File: src/rtl/debounce_pkg.sv
// Shared types and parameter limits for the debounce_edge input conditioner.
package debounce_pkg;

    typedef enum logic [1:0] {IDLE_LO, CHK_HI, IDLE_HI, CHK_LO} db_state_t;

    localparam int SYNC_MIN = 2;
    localparam int SYNC_MAX = 4;
    localparam int DB_MIN   = 2;
    localparam int DB_MAX   = 65535;

endpackage

File: src/rtl/debounce_edge_sync_chain.sv
// Flop pipeline that brings an asynchronous level into the clk domain; output is the last stage.
module sync_chain #(
    parameter int STAGES = 2
) (
    input  logic clk,
    input  logic rst,
    input  logic d,
    output logic q
);

    logic [STAGES-1:0] r_sync;

    always_ff @(posedge clk or posedge rst) begin
        if (rst) begin
            r_sync <= '0;
        end else begin
            r_sync <= {r_sync[STAGES-2:0], d};
        end
    end

    assign q = r_sync[STAGES-1];

endmodule

File: src/rtl/debounce_edge.sv
// Synchronise, debounce and edge-detect a raw level input.
// Define DEBOUNCE_EDGE_CNT_EN to add the 8-bit edge_cnt rise counter output.
module debounce_edge
    import debounce_pkg::*;
#(
    parameter int SYNC_STAGES     = 2,
    parameter int DEBOUNCE_CYCLES = 4,
    localparam int CNT_W          = $clog2(DEBOUNCE_CYCLES + 1)
) (
    input  logic       clk,
    input  logic       rst,
    input  logic       d_in,
    output logic       q,
    output logic       rise,
    output logic       fall,
`ifdef DEBOUNCE_EDGE_CNT_EN
    output logic [7:0] edge_cnt,
`endif
    output logic       busy
);

    localparam logic [CNT_W-1:0] CNT_LAST = CNT_W'(DEBOUNCE_CYCLES - 1);

    if (SYNC_STAGES < SYNC_MIN || SYNC_STAGES > SYNC_MAX) begin : g_badSync
        $error("debounce_edge: SYNC_STAGES out of range 2..4");
    end
    if (DEBOUNCE_CYCLES < DB_MIN || DEBOUNCE_CYCLES > DB_MAX) begin : g_badDb
        $error("debounce_edge: DEBOUNCE_CYCLES out of range 2..65535");
    end

    logic             w_s;
    db_state_t        r_state;
    db_state_t        w_stateNext;
    logic [CNT_W-1:0] r_cnt;
    logic [CNT_W-1:0] w_cntNext;
    logic             w_riseNext;
    logic             w_fallNext;
    logic             r_q;
    logic             r_rise;
    logic             r_fall;

    sync_chain #(
        .STAGES (SYNC_STAGES)
    ) u_sync (
        .clk (clk),
        .rst (rst),
        .d   (d_in),
        .q   (w_s)
    );

    // A candidate change must hold for DEBOUNCE_CYCLES consecutive samples; any reversion aborts it.
    always_comb begin
        w_stateNext = r_state;
        w_cntNext   = r_cnt;
        w_riseNext  = 1'b0;
        w_fallNext  = 1'b0;
        case (r_state)
            IDLE_LO: begin
                if (w_s) begin
                    w_stateNext = CHK_HI;
                    w_cntNext   = CNT_W'(1);
                end else begin
                    w_cntNext   = '0;
                end
            end
            CHK_HI: begin
                if (!w_s) begin
                    w_stateNext = IDLE_LO;
                    w_cntNext   = '0;
                end else if (r_cnt == CNT_LAST) begin
                    w_stateNext = IDLE_HI;
                    w_cntNext   = '0;
                    w_riseNext  = 1'b1;
                end else begin
                    w_cntNext   = r_cnt + CNT_W'(1);
                end
            end
            IDLE_HI: begin
                if (!w_s) begin
                    w_stateNext = CHK_LO;
                    w_cntNext   = CNT_W'(1);
                end else begin
                    w_cntNext   = '0;
                end
            end
            CHK_LO: begin
                if (w_s) begin
                    w_stateNext = IDLE_HI;
                    w_cntNext   = '0;
                end else if (r_cnt == CNT_LAST) begin
                    w_stateNext = IDLE_LO;
                    w_cntNext   = '0;
                    w_fallNext  = 1'b1;
                end else begin
                    w_cntNext   = r_cnt + CNT_W'(1);
                end
            end
            default: begin
                w_stateNext = IDLE_LO;
                w_cntNext   = '0;
            end
        endcase
    end

    always_ff @(posedge clk or posedge rst) begin
        if (rst) begin
            r_state <= IDLE_LO;
            r_cnt   <= '0;
            r_q     <= 1'b0;
            r_rise  <= 1'b0;
            r_fall  <= 1'b0;
        end else begin
            r_state <= w_stateNext;
            r_cnt   <= w_cntNext;
            r_q     <= (w_stateNext == IDLE_HI) || (w_stateNext == CHK_LO);
            r_rise  <= w_riseNext;
            r_fall  <= w_fallNext;
        end
    end

    assign q    = r_q;
    assign rise = r_rise;
    assign fall = r_fall;
    assign busy = (r_state == CHK_HI) || (r_state == CHK_LO);

`ifdef DEBOUNCE_EDGE_CNT_EN
    logic [7:0] r_edgeCnt;

    // Counts alongside the rise pulse register, so it wraps naturally at 8 bits.
    always_ff @(posedge clk or posedge rst) begin
        if (rst) begin
            r_edgeCnt <= 8'd0;
        end else if (w_riseNext) begin
            r_edgeCnt <= r_edgeCnt + 8'd1;
        end
    end

    assign edge_cnt = r_edgeCnt;
`endif

endmodule
File: config.mk
export PLATFORM = sky130hd
export DESIGN_NAME = debounce_edge
export DESIGN_NICKNAME = d
export VERILOG_FILES = /design/src/rtl/debounce_pkg.sv /design/src/rtl/debounce_edge_sync_chain.sv /design/src/rtl/debounce_edge.sv
export SDC_FILE = /design/constraint.sdc
export NUM_CORES = 1
export LEC_CHECK = 0
export ABC_CLOCK_PERIOD_IN_PS = 1400
export CAP_MARGIN = 10
export CORE_AREA = 2 2 39 41
export CTS_CLUSTER_DIAMETER = 100
export DETAILED_ROUTE_END_ITERATION = 7
export DIE_AREA = 0 0 41 43
export SLEW_MARGIN = 0
export SYNTH_ARGS = -nofsm -noshare
export SYNTH_HDL_FRONTEND = slang
export SYNTH_SLANG_ARGS = --single-unit
File: constraint.sdc
create_clock -name clk -period 1.4 [get_ports clk]
set_input_delay 0.21 -clock clk [delete_from_list [all_inputs] [get_ports clk]]
set_output_delay 0.21 -clock clk [all_outputs]
set_load 0.02 [all_outputs]
==> results.md <==
* DRC at 0
* Status: finished clean
* Total Power at ~0.75 mW
* Synth warnings at 0
* Cell row count at 14
* Port-buffer cells at 6
* Switching Fraction at 0.2961
* Worst min path class: input pin to async pin
* Crit Path Class: flip-flop to primary output
* Crit start category: flip-flop
* Initial Utilization at 0.2342
* CP Cell Sequence: dlygate4sd2_1
* Chip Width at between 40 and 50 um
* Sw power at 0.2222 mW
* Ant. Diodes at 0
* FILL cells at 141
* Slew Limit Fails at 0
* Yosys cell types at 12
* HPWL after detailed placement at 380.5 um
* CP bufs+invs at 1
* Dpl cell area at between 400 and 500 um^2
* CTS tree: done
* Placer Congestion at 0.5935
* DRT iter0 DRCs at 2
* Gr ovfl total at 0
* DRT antenna net count at 0
* Pre-CTS setup slack at 0.1694 ns
* Hold-fix buffers, CTS at 0
* Net Count, Synth at 25
* Root buf cell: clkbuf_4
* Hold Vio Cnt, Final at 0
* P&R area growth vs syn at 30.12%
* CP top delay family: flip-flops
* Cell area after layout at 421.7 um^2
* Number of gates resized after cts at 4
* P_leak at 0.2061 nW
* Setup_tns at 0 ns
* Maximum clock rate at 0.8137 GHz
* All-Layer GR Usage at 0.08571
* # setup viols final at 0
* Layout cell share with drive strength beyond 1 at 0.2333
* First-pass GRT wire length at 931 um
* Post-layout min period at 1.229 ns
* TritonCTS sink count at 9
* Number of global-route vias before repair at 230
* Vias per inst at 4.022
* Slew HR at 0.7745
* Max FO, Critical Path at 5
* CTS clk-pin slew, worst paths at 0.06 ns
* Total core area at 1384 um^2
* Total die area at about 1800 um^2
* Initial antenna violation count at 0
* Slew @ Worst Pin at 0.3379 ns
* Htree depth at 1
* Avg Cell Area, Syn at 15.43 um^2
* Multi-input gate area at between 90 and 100 um^2
* IO Pins at 7
* CP required at about 1.2 ns
* Synthesized flop and latch total at 9
* Total routed wirelength at 506 um
* Comb pwr share at 0.253
* Pre-Repair DR Iteration Count at 2
* Clock latency on the worst-skew pair at 0.26 ns
* Arr. time, crit path at 1.02 ns
* Synth Instances at 21
* CTS Buf Count at 3
* WL/cell at 11.00 um
* Routed via count at 185
* CP max-delay cell: dfrtp_1
* Largest net degree at the start of global routing at 10
* PwrDens at 1780 nW/um^2
* Max-cap violations at 0
* RSZ-0062 raised after global routing: false
* Clk_skew at ~0.0012 ns
* Post-CTS setup buffers at 0
* Mapped cell area at approximately 320 um^2
* Sequential share of power at 0.487
* Worst stage delay on the critical path at 0.41 ns
* Clock network fraction of total power at 0.260
* Setup ws final at 0.1710 ns
* Worst setup EP type: primary output
* Crit share post-route at 0.8778
* Sequential share of the synthesized area at 0.6950
* Clock Tree Buf Depth at 2
* Die Y at between 40 and 50 um
* Register area at ~230 um^2
* Layout Nets at 35
* Maximum vdd drop at approximately 650 uV
* Internal Power at 0.5284 mW
==> metal layers <==
metal | global-route usage | wire length, um | share of wire
met1 | 0.1051 | 228 | 0.45
met2 | 0.1094 | 246 | 0.49
met3 | 0.03141 | 32 | 0.063
met4 | 0.08000 | 0 | 0
met5 | 0 | 0 | 0
==> power by group through the flow <==
stage / registers (mW) / clock network [mW] / logic [mW]
2_1_floorplan: 0.381 / 0 / 0.123
6_report: 0.366 / 0.195 / 0.190
3_5_place_dp: 0.375 / 0 / 0.212
4_1_cts: 0.368 / 0.207 / 0.193
3_3_place_gp: 0.368 / 0 / 0.210
5_1_grt: 0.380 / 0.223 / 0.213
==> final cells by class <==
type / instances / area share
repair buffers: 6 / 0.1306
multi-input cells: 10 / 0.2166
clock buffers: 4 / 0.06231
inverters: 1 / 0.008902
well taps: 16 / 0.04748
flip-flops and latches: 9 / 0.5341
==> cell usage in the layout (no fill, tap or decap) <==
cell	n
and4bb_2	1
ha_1	1
and2b_2	1
dfrtp_1	9
clkdlybuf4s50_1	2
mux2_2	1
xnor2_1	1
inv_1	1
dlygate4sd2_1	4
nor3b_1	2
clkbuf_1	1
a21oi_1	1
clkbuf_4	3
nand3b_1	1
and3b_2	1
==> cells by family (layout without fill, tap and decap cells) <==
group,count (synthesis),after routing,synth area share
xor gates and xnor gates,1,1,0.02703
adders and majority gates,1,1,0.03860
DFF,9,9,0.6950
and+or+nand+nor,6,6,0.1660
muxes,1,1,0.03475
buffers and inverters,2,11,0.02314
AOI/OAI and AO/OA,1,1,0.01543
==> synthesized netlist by cell type <==
cell type / n / share of area
inv_1: 1 / 0.012
ha_1: 1 / 0.039
dfrtp_1: 9 / 0.69
clkbuf_1: 1 / 0.012
nor3b_1: 2 / 0.046
and2b_2: 1 / 0.027
mux2_2: 1 / 0.035
and3b_2: 1 / 0.031
and4bb_2: 1 / 0.039
nand3b_1: 1 / 0.023
xnor2_1: 1 / 0.027
a21oi_1: 1 / 0.015
==> sequential cells by signal, indices dropped and copies added, names as in the netlist <==
signal / flops
fall: 1
q: 1
r_cnt: 3
r_state: 1
rise: 1
u_sync.r_sync: 2
==> stage by stage <==
step / std cells / hold slack, ns / utilization
floorplan: 21 / 0.03792 / -
global placement: 42 / 0.3409 / 0.2893
detailed placement: 42 / 0.3411 / 0.2893
CTS: 46 / 0.2259 / 0.3047
global route: 46 / 0.2566 / 0.3047
finish: 46 / 0.2203 / 0.3047
==> path summary, 6_finish.rpt <==
| kind | startpoint | end | slack, ns | cells after the start |
|---|---|---|---|---|
| max in group asynchronous | rst | u_sync.r_sync[1] | 0.93 | 2 |
| min | rst | fall | 0.22 | 2 |
| max | q | q | 0.17 | 1 |
| min in group clk | u_sync.r_sync[0] | u_sync.r_sync[1] | 0.35 | 0 |
| min reg2reg | u_sync.r_sync[0] | u_sync.r_sync[1] | 0.35 | 0 |
| max reg2reg | r_cnt[0] | q | 0.18 | 3 |
(Power assumes the default switching activity.)
